**config.mk**
```make
export PLATFORM = sky130hd
export DESIGN_NAME = writeback_stage
export DESIGN_NICKNAME = d
export VERILOG_FILES = /design/src/rtl/writeback_stage.sv
export SDC_FILE = /design/constraint.sdc
export NUM_CORES = 1
export LEC_CHECK = 0
export ABC_AREA = 0
export CAP_MARGIN = 20
export CORE_ASPECT_RATIO = 1.1
export CORE_MARGIN = 5
export CORE_UTILIZATION = 38
export DETAILED_ROUTE_END_ITERATION = 7
export PLACE_DENSITY = 0.76
export REMOVE_ABC_BUFFERS = 1
export SYNTH_ARGS = -nofsm -noshare
export SYNTH_HDL_FRONTEND = slang
export SYNTH_SLANG_ARGS = --single-unit
```
**constraint.sdc**
```tcl
create_clock -name clk -period 1.7 [get_ports clk]
set_input_delay 0.255 -clock clk [delete_from_list [all_inputs] [get_ports clk]]
set_output_delay 0.255 -clock clk [all_outputs]
set_load 0.05 [all_outputs]
```
**src/rtl/writeback_stage.sv**
```systemverilog
// Y86 pipeline write-back stage: the M-to-W pipeline register, gating of the
// register-file write ports, and run/halt tracking.
// Optional build macro: WB_RETIRE_CNT_EN adds the retire_cnt output.

`ifndef NIBBLE
`define NIBBLE 3:0
`endif
`ifndef WORD
`define WORD 31:0
`endif
`ifndef NOREG
`define NOREG 4'hF
`endif

module writeback_stage #(
  parameter int STAT_W = 3
) (
  input  logic              clk,
  input  logic              rst,
  input  logic [STAT_W-1:0] m_stat,
  input  logic [`NIBBLE]    m_icode,
  input  logic              m_cnd,
  input  logic [`NIBBLE]    m_dstE,
  input  logic [`NIBBLE]    m_dstM,
  input  logic [`WORD]      m_valE,
  input  logic [`WORD]      m_valM,
  input  logic              W_stall,
  input  logic              W_bubble,
  output logic [`NIBBLE]    w_dstE,
  output logic [`NIBBLE]    w_dstM,
  output logic [`WORD]      w_valE,
  output logic [`WORD]      w_valM,
  output logic [`NIBBLE]    W_icode,
  output logic [STAT_W-1:0] W_stat,
  output logic [STAT_W-1:0] cpu_stat,
  output logic              halted
`ifdef WB_RETIRE_CNT_EN
  , output logic [`WORD]    retire_cnt
`endif
);

  localparam logic [STAT_W-1:0] STAT_BUB = STAT_W'(0);
  localparam logic [STAT_W-1:0] STAT_AOK = STAT_W'(1);
  localparam logic [`NIBBLE]    I_NOP    = 4'h1;
  localparam logic [`NIBBLE]    I_RRMOVL = 4'h2;

  typedef enum logic {RUN, HALT} state_t;

  state_t       state;
  logic [`NIBBLE] W_dstE;
  logic [`NIBBLE] W_dstM;
  logic [`WORD]   W_valE;
  logic [`WORD]   W_valM;

  logic halt_now;
  logic hold;
  logic w_enable;

  // Detect a halting status in W (any code other than BUB/AOK, including 5-7)
  // and decide whether the W register holds this cycle.
  // The halting instruction is also frozen on the transition edge so that it
  // remains in W (and visible on cpu_stat) for the whole HALT period.
  always_comb begin
    halt_now = (state == RUN) && (W_stat != STAT_BUB) && (W_stat != STAT_AOK);
    hold     = (state == HALT) || halt_now || W_stall;
    w_enable = (state == RUN) && (W_stat == STAT_AOK);
  end

  // W pipeline register plus run/halt state machine with registered halted.
  always_ff @(posedge clk) begin
    if (rst) begin
      W_stat  <= STAT_BUB;
      W_icode <= I_NOP;
      W_dstE  <= `NOREG;
      W_dstM  <= `NOREG;
      W_valE  <= '0;
      W_valM  <= '0;
      state   <= RUN;
      halted  <= 1'b0;
    end else begin
      if (!hold) begin
        if (W_bubble) begin
          W_stat  <= STAT_BUB;
          W_icode <= I_NOP;
          W_dstE  <= `NOREG;
          W_dstM  <= `NOREG;
          W_valE  <= '0;
          W_valM  <= '0;
        end else begin
          W_stat  <= m_stat;
          W_icode <= m_icode;
          W_dstE  <= (m_icode == I_RRMOVL && !m_cnd) ? `NOREG : m_dstE;
          W_dstM  <= m_dstM;
          W_valE  <= m_valE;
          W_valM  <= m_valM;
        end
      end
      if (halt_now) begin
        state  <= HALT;
        halted <= 1'b1;
      end
    end
  end

  // Register-file write ports and architectural status.
  always_comb begin
    w_dstE   = w_enable ? W_dstE : `NOREG;
    w_dstM   = w_enable ? W_dstM : `NOREG;
    w_valE   = W_valE;
    w_valM   = W_valM;
    cpu_stat = (W_stat == STAT_BUB) ? STAT_AOK : W_stat;
  end

`ifdef WB_RETIRE_CNT_EN
  // Count retiring instructions; wraps naturally at 2^32.
  always_ff @(posedge clk) begin
    if (rst) begin
      retire_cnt <= '0;
    end else if (w_enable && !W_stall) begin
      retire_cnt <= retire_cnt + 32'd1;
    end
  end
`endif

endmodule

```
Word-level counts from Yosys, hierarchy flattened
Index checks and enable logic that the tools add are counted.

cells by class
  equal/unequal tests = 3
  multiplexer cells = 10
  reduce and logical (&&, ||, !) cells = 9
  bitwise gates (word level) = 1

operator list
  cell                  number
  $mux W32              2
  $mux W4               6
  $mux W3               2
  $eq A4 B2 Y1 const B  1
  $logic_and A1 B1 Y1   4
  $eq A3 B1 Y1 const B  1
  $logic_not A3 Y1      1
  $ne A3 B1 Y1 const B  1
  $reduce_bool A3 Y1    1
  $logic_or A1 B1 Y1    2
  $logic_not A1 Y1      1
  $not A1 Y1            1

word-level totals
  register bits = 80
  logic and storage cells = 30
  output and inout bits = 83
  bits of input ports = 84

Logic depth before layout (Yosys ltp)
Gate-level depths: netlist of the first run.

  depth in word-level cells = 5
  gate-level depth with buffers = 6
  gate-level depth less buffers = 3

Worst setup path after synthesis of the first run
Ideal clock, no wire load.

  path type = register to output
  from = register W_stat[2]
  to = output w_dstE[0]
  buffers on the path = 0
  slack = -0.047 ns
  required time = 1.445 ns
  data arrival time = 1.492 ns
  cell stages (with the launch flop) = 4
  path through = dfxtp_1 -> nor3_1 -> and2_1 -> nand2b_1

between the ends
  longest elaborated chain between the ends = 3

RTL lines
  item                      line  text
  from (decl)               34    output logic [STAT_W-1:0] W_stat,
  from (signal assigned)    90    W_stat <= m_stat;
  $eq A3 B1 Y1              66    w_enable = (state == RUN) && (W_stat == STAT_AOK);
  $logic_and A1 B1 Y1       66
  $mux W4 (no source line)  -
  to (decl)                 29    output logic [`NIBBLE] w_dstE,

Every way passes these cells.

Final worst setup path of the first run
  from = register W_stat[1]
  to = output w_dstM[2]

between the ends
  longest elaborated chain between the ends = 3

RTL lines
  item                      line  text
  $eq A3 B1 Y1              66
  $logic_and A1 B1 Y1       66
  $mux W4 (no source line)  -
  to (decl)                 30    output logic [`NIBBLE] w_dstM,

Every way passes these cells.

==> results of run 1 <==
-- report_power, final --
| group | switching (mW) | internal, mW | total [mW] |
|---|---|---|---|
| sequential | 0.0486 | 1.97 | 2.02 |
| combinational | 0.714 | 0.508 | 1.22 |
| clock | 0.668 | 0.671 | 1.34 |
-- critical path, delay by kind of cell (launching register included) --
family                 cells  cell delay, ns
buffers and inverters      2            0.27
flip-flops                 1            0.33
AND/OR/NAND/NOR            3            0.53
-- state kept, by name, summed over array words and instances, names as in the netlist --
signal / cells
state: 1
w_valM: 32
W_dstE: 4
W_icode: 4
W_dstM: 4
w_valE: 32
W_stat: 3
-- repair_timing --
item / in CTS / in global routing
setup buffers: 2 / 1
cloned: 0 / 4
resized for setup: 19 / 14
setup endpoints to repair: 8 / 65
pin swaps: 2 / 14
-- area by class of cell --
cell class	count	area (sq um)
Inverter	1	3.75
Clock inverter	6	60.1
Clock buffer	10	128
Tap cell	108	135
Multi-Input combinational cell	251	1310
Timing Repair Buffer	188	1790
Fill cell	692	2800
Sequential cell	80	1600
-- metrics by stage --
step           setup WS [ns]  instance area (sq um)  std cells
3_3_place_gp          -0.246                   4600        621
3_5_place_dp          -0.272                   4600        621
6_report             -0.0262                   5030        644
4_1_cts              -0.0362                   4880        639
2_1_floorplan          -1.47                   2840        332
5_1_grt              -0.0998                   5030        644
-- layer usage --
layer  GRT usage  up-vias  routed length, um
met5           0        -                  0
met4      0.0670        0                208
met3      0.0522       17                661
met2       0.296      100               4780
met1       0.221     1494               4030
li1            -     1580                  -
-- path summary, 6_finish.rpt --
path,to,start,cells after the start
max,w_dstM[2],W_stat[1],5
min,W_dstE[0],rst,3
max reg2reg,W_dstE[3],state,4
min reg2reg,w_valM[16],w_valM[16],2
-- placed cells by master, fill, tap and decap left out --
master / Yosys / routed
nand2b_4: 0 / 3
inv_2: 1 / 1
and2_4: 0 / 1
buf_12: 0 / 6
buf_2: 6 / 1
a21oi_2: 0 / 8
nand2_1: 69 / 69
clkbuf_8: 0 / 9
clkinv_2: 0 / 3
nor4_2: 4 / 4
nand3_2: 0 / 1
buf_6: 4 / 13
nand3_1: 68 / 67
clkbuf_16: 0 / 3
nor3_4: 0 / 1
a21oi_1: 72 / 64
clkdlybuf4s50_1: 0 / 82
o21bai_1: 6 / 6
nor2_1: 8 / 8
nor3_1: 10 / 9
a31oi_1: 2 / 2
bufinv_16: 0 / 1
or4_2: 0 / 1
clkbuf_1: 23 / 1
nor4_4: 1 / 1
nor4_1: 1 / 1
nand2b_1: 8 / 5
dfxtp_1: 80 / 78
buf_4: 2 / 83
clkinvlp_4: 0 / 2
dfxtp_2: 0 / 2
-- kinds of logic after synthesis --
logic type      synth area share
compound gates             0.138
flops                      0.530
buf+inv                   0.0608
simple gates               0.271
==> run metrics, run 1 <==
CTS tree=done; leading area contributor after synthesis=dfxtp_1; hold crit path type=in -> reg; CP peak stage delay=~0.33 ns; CP max stage cell=dfxtp_2; die height=104 um; failing checks=negative setup slack; Die Area=0.00984 sq mm; Core Box Area=0.00783 sq mm; Pre-antenna DRT Iters=4; CP Cell Sequence=buf_6, nor3_4, and2_4, nand2b_1, buf_6; Layout Skew=0.00538 ns; gr usage total=0.180; Mapped Area=0.00302 sq mm; fmax=579 MHz; maxcap violations=0; top-area cell type share of the netlist area=0.530; Skew-Pair Late Insertion Delay=0.34 ns; worst vdd ir=462 uV; # setup viols final=5; minimum clock period=1.73 ns; num ports=167; total number of yosys warnings=0; TritonCTS Buffers=9; via/cell ratio=4.95; Max clock buf depth=2; Wirelength per Cell=roughly 15 um; sum of negative setup slack=-0.0351 ns; critical-path maximum fanout=8; CP required=1.44 ns; Leak=1.99 nW; die width=95.1 um; initial antenna violation count=0; crit path kind=reg -> out; final setup margin=-0.0262 ns; Rows=34; DR iter-0 viols=129; Post-DRT Antenna Nets=0; reg2reg setup slack=about 0.040 ns; Net count, final=slightly above 600; Main synth FF type=dfxtp_1; RSZ-0062 raised after global routing=yes; Layout area overhead=66.4%; cell mode on critical path=buf_6; Cell Pwr Density=910 mW/mm^2; Worst setup EP type=output port; DRC=0; hpwl dp=6730 um; CTS root buf=clkbuf_8; FF+latch count, synth=80; CP Launch Type=flop; IO buf count=166; syn_area_per_cell=8.22 sq um; CTS Sinks=80; Min Hold Slack=between 0.3 and 0.4 ns; total power=around 4.6 mW; final core occ=0.643; vias=3191; status=complete, but fails checks; synth top area cells=dfxtp_1, a21oi_1, nand3_1; Max Slew Vio Count=0; vias in the first global route=2901; Cells after Synth=~370; Data arrival, critical path=1.47 ns; worst slew pin tran=0.492 ns; antenna cells=0; H-Tree Depth=3; hold_buf cts=0; gpl congestion=0.746; final hold vios=0; global-route wire length before repair=approximately 14000 um; share of cells above drive strength 1=0.269; Clk pin slew, worst setup/hold paths=0.08 ns; Final Cycle Share=1.02; largest net degree at the start of global routing=53; Post-synth ARST share=0; commonest cells in the synthesized netlist=dfxtp_1, a21oi_1, nand2_1, nand3_1, clkbuf_1; drt total wl=9680 um; Slew HR=0.672; sequential cell area fraction in the yosys report=0.530; count leader, synth=dfxtp_1; Netlist cell types=20; global route total overflow=0; Initial Utilization=0.386; EDFF count, synth=0
(Power assumes the default switching activity.)
==> run 2: changes to the inputs <==
- SLEW_MARGIN: default -> 20
- clock period: 1.7 -> 1.8 ns (I/O delays scaled with it)
==> run metrics, run 2 (synthesis gave the netlist of run 1 again) <==
status=complete, no violations; Clk pin slew, worst setup/hold paths=0.08 ns (about the same); hold_buf cts=0 (unchanged); Layout Skew=0.00987 ns (+0.00449 ns); Final Cycle Share=0.980; r2r startpoint=W_stat[2]; final hold vios=0 (unchanged); CP Cell Sequence=clkdlybuf4s50_1; die height=104 um (unchanged); final setup margin=0.0366 ns (+0.0628 ns); Critical Path End=w_valM[20]; largest net degree at the start of global routing=80 (+51%); Cell Count, Final, Fillers Out=633 (-1.7%); DR iter-0 viols=104 (-19%); worst vdd ir=521 uV (+13%); DRC=0 (unchanged); worst slew pin tran=0.553 ns (+0.0607 ns); Initial Utilization=0.386 (unchanged); minimum clock period=1.76 ns; Net count, final=605 (-1.6%); Sw Ratio=0.304 (-0.00825); Sw Pwr=1.29 mW (-10%); sum of negative setup slack=0 ns (+0.0351 ns); Layout area overhead=64.9%; reg2reg end=W_dstM[1]; WP depth=1 (-4); # setup viols final=0 (-5); layer with the highest usage=met2; Pre-antenna DRT Iters=4 (unchanged); pre-CTS WS=-0.168 ns (+0.105 ns); fmax=567 MHz; Max clock buf depth=2 (unchanged); Skew-Pair Late Insertion Delay=0.34 ns (about the same); Max Slew Vio Count=0 (unchanged); GR Layer Usage met1=0.221 (about the same); vias=3115 (-2.4%); fillers=693 (+0.14%); via/cell ratio=4.92 (-0.69%); IO buf count=166 (unchanged); num ports=167 (unchanged); part of the power in registers=0.451 (+0.010); commonest non-fill, non-tap cells in the layout=clkdlybuf4s50_1, dfxtp_1, a21oi_1; Data arrival, critical path=1.49 ns (+0.02 ns); grt met2 use=0.312 (+0.0156); FF+latch area=0.00160 sq mm (-0.16%); global-route wire length before repair=14800 um (+4.4%); CP max stage cell=clkdlybuf4s50_1; hpwl dp=6650 um (-1.1%); Core Box Area=0.00783 sq mm (unchanged); reg2reg setup slack=0.08 ns (+0.04 ns); Wirelength per Cell=14.8 um (-1.3%); CTS Sinks=80 (unchanged); Min Hold Slack=0.386 ns (+0.0111 ns); Clock power frac=0.301 (+0.009); Buf+Inv Stages, Crit Path=1 (-1); Post-CTS Setup Bufs=0 (-2); antenna cells=0 (unchanged); CTS tree=done; hold crit path type=in -> reg; final core occ=0.637 (-0.00592); CP Launch Point=w_valM[20]; CP required=1.53 ns (+0.09 ns); critical-path maximum fanout=2 (-6); met3 usage=0.0645 (+0.0123); Crit path max-delay family=buffers and inverters; share of cells above drive strength 1=0.122 (-0.147); CP peak stage delay=0.81 ns (+0.48 ns); TritonCTS Buffers=9 (unchanged); gpl congestion=0.776 (+4.0%); Post-DRT Antenna Nets=0 (unchanged); Leak=2.33 nW (+17%); Rows=34 (unchanged); global route total overflow=0 (unchanged); die width=95.1 um (unchanged); leading cell type in the layout, fill and taps excluded=clkdlybuf4s50_1; crit path kind=reg -> out; part of the power in combinational logic=0.248 (-0.019); RSZ-0062 raised after global routing=no; CP Launch Type=flop; H-Tree Depth=3 (unchanged); Placed Cells=618 (-0.48%); Reg2Reg Depth=4 (unchanged); Worst setup EP type=output port; Pint=2.94 mW (-6.6%); drt total wl=9390 um (-3.0%); maxcap violations=0 (unchanged); Die Area=0.00984 sq mm (unchanged); initial antenna violation count=0 (unchanged); vias in the first global route=3114 (+7.3%); Slew HR=0.631 (-0.0411); Cell Pwr Density=848 mW/mm^2 (-6.9%); gr usage total=0.188 (+0.00786); footprint of the multi-input gates=0.00125 sq mm (-4.4%); CTS root buf=clkbuf_8
-- run 2: worst min-delay path by stage --
stage / slack (ns) / start / depth (start not counted) / endpoint
6_report: 0.39 / rst / 3 / W_dstE[0]
5_1_grt: 0.42 / rst / 3 / W_dstE[0]
4_1_cts: 0.37 / rst / 3 / W_dstE[0]
3_5_place_dp: 0.44 / w_valM[15] / 2 / w_valM[15]
3_3_place_gp: 0.44 / w_valE[13] / 2 / w_valE[13]
2_1_floorplan: 0.34 / rst / 1 / W_icode[1]
-- run 2: routing by layer --
metal  wire, um  share of wire
met1       3740           0.40
met2       4610           0.49
met5          0              0
met4        259          0.028
met3        776          0.083
-- run 2: layout make-up --
cell class                      count  share of cell area
Clock buffer                       12              0.0291
Inverter                            1            0.000753
Clock inverter                      3             0.00853
Multi-Input combinational cell    251               0.251
Tap cell                          108              0.0271
Sequential cell                    80               0.321
Timing Repair Buffer              178               0.362
-- run 2: power groups by stage --
stage / combinational (mW) / sequential, mW / clock, mW
4_1_cts: 1.05 / 1.91 / 1.31
2_1_floorplan: 0.244 / 2.24 / 0
3_3_place_gp: 1.04 / 1.94 / 0
3_5_place_dp: 1.05 / 1.95 / 0
6_report: 1.05 / 1.91 / 1.27
5_1_grt: 1.11 / 1.92 / 1.41
-- run 2: through the flow --
stage / total power, mW / area, sq um
after floorplan: 2.48 / 2840
after global placement: 2.98 / 4690
after detailed placement: 2.99 / 4690
after CTS: 4.27 / 4890
after global routing: 4.43 / 4990
final: 4.23 / 4990
-- run 2: what timing repair did --
action                     in CTS  in global routing
cloned                          0                  0
resized for setup               4                 37
pin swaps                       0                  2
setup endpoints to repair       9                 41
==> run 3: changes to the inputs <==
--- a/constraint.sdc
+++ b/constraint.sdc
@@ -3,2 +3,2 @@
 set_output_delay 0.27 -clock clk [all_outputs]
-set_load 0.05 [all_outputs]
+set_load 0.01 [all_outputs]
==> run metrics, run 3 (synthesis gave the netlist of run 1 again) <==
hold_buf cts=0 (unchanged); TritonCTS Buffers=9 (unchanged); status=complete, no violations; worst vdd ir=428 uV (-18%); fillers=712 (+2.7%); Wirelength per Cell=14.9 um (+0.38%); fmax=574 MHz (+1.2%); via/cell ratio=4.89 (-0.72%); Final Cycle Share=0.968 (-0.0116); Layout area overhead=64.5%; final setup margin=0.0576 ns (+0.0210 ns); Skew-Pair Late Insertion Delay=0.35 ns (about the same); final hold vios=0 (unchanged); gr usage total=0.195 (+0.00656); leading cell type in the layout, fill and taps excluded=clkdlybuf4s50_1; H-Tree Depth=3 (unchanged); Worst setup EP type=output port; CP Launch Type=flop; Core Box Area=0.00783 sq mm (unchanged); Placed Area=0.00476 sq mm (+1.4%); vias in the first global route=3108 (-0.19%); global-route wire length before repair=15300 um (+3.1%); CP required=1.53 ns (about the same); maxcap violations=0 (unchanged); Layout Skew=0.00907 ns (-0.000800 ns); DR iter-0 viols=153 (+47%); Data arrival, critical path=1.47 ns (-0.02 ns); share of cells above drive strength 1=0.0888 (-0.0331); crit path kind=reg -> out; Rows=34 (unchanged); Leak=1.74 nW (-25%); DRC=0 (unchanged); Max clock buf depth=2 (unchanged); Initial Utilization=0.386 (unchanged); Pre-antenna DRT Iters=4 (unchanged); Cell Pwr Density=781 mW/mm^2 (-7.9%); Placed Cells=619 (+0.16%); CTS tree=done; Max Slew Vio Count=0 (unchanged); critical-path maximum fanout=5 (+3); CTS Sinks=80 (unchanged); commonest non-fill, non-tap cells in the layout=clkdlybuf4s50_1, dfxtp_1, a21oi_1; hpwl dp=6660 um (+0.25%); # setup viols final=0 (unchanged); global route total overflow=0 (unchanged); worst slew pin tran=0.459 ns (-0.0943 ns); hold crit path type=in -> reg; largest net degree at the start of global routing=80 (unchanged); Post-DRT Antenna Nets=0 (unchanged); Slew HR=0.694 (+0.0635); final instance area=0.00497 sq mm (-0.23%); Die Area=0.00984 sq mm (unchanged); Cell Count, Final, Fillers Out=637 (+0.63%); num ports=167 (unchanged); initial antenna violation count=0 (unchanged); Net count, final=609 (+0.66%); antenna cells=0 (unchanged); die height=104 um (unchanged); IO buf count=166 (unchanged); minimum clock period=1.74 ns (-0.0210 ns); drt total wl=9480 um (+1.0%); Clk pin slew, worst setup/hold paths=0.07 ns (about the same); gpl congestion=0.782 (+0.67%); pre-CTS WS=-0.220 ns (-0.0524 ns); die width=95.1 um (unchanged); CTS root buf=clkbuf_8; vias=3112 (-0.096%)
## run 3: worst max-delay path: stages, from the launching register on
cell and delay [ns]:
dfxtp_2 0.34, nor3_4 0.19, and2_4 0.20, buf_6 0.11, nand2b_1 0.05, clkdlybuf4s15_1 0.23
## run 3: layout make-up
type | count | area, sq um | area share
Clock buffer | 11 | 151 | 0.0304
Clock inverter | 4 | 20.0 | 0.00402
Inverter | 1 | 3.75 | 0.000755
Multi-Input combinational cell | 251 | 1250 | 0.252
Sequential cell | 80 | 1610 | 0.323
Tap cell | 108 | 135 | 0.0272
Timing Repair Buffer | 182 | 1810 | 0.363
## run 3: through the flow
step	TNS, ns	power, mW	util	hold WS [ns]
final	0	3.89	0.636	0.387
after global routing	-0.0590	4.08	0.636	0.426
after global placement	-7.99	2.73	0.608	0.437
after CTS	-0.0322	3.92	0.632	0.370
after detailed placement	-11.10	2.74	0.608	0.443
after floorplan	-77.40	2.22	-	0.339
## run 3: worst paths after layout
path | from | end | slack [ns] | depth (start not counted)
max | W_stat[1] | w_dstM[2] | 0.06 | 5
min | rst | W_dstE[3] | 0.39 | 3
max reg2reg | state | W_dstM[2] | 0.13 | 4
min reg2reg | w_valM[5] | w_valM[5] | 0.45 | 2
## run 3: what timing repair did
action	CTS	global route
pin swaps	0	2
gates resized for setup	19	10
setup endpoints to repair	9	5
buffers inserted	1	2
endpoints found under the hold margin	0	0
## run 3: power breakdown
group          switching (mW)  internal [mW]  total (mW)  leakage [nW]
clock                   0.611          0.559        1.17        0.0947
combinational           0.377          0.430       0.807         0.992
sequential             0.0475           1.86        1.91         0.653
## run 3: metal layers
metal / share of wire / vias up / global-route usage
met5: 0 / - / 0
met4: 0.016 / 0 / 0.0649
met3: 0.072 / 12 / 0.0660
met2: 0.51 / 102 / 0.324
met1: 0.40 / 1430 / 0.232
li1: - / 1568 / -
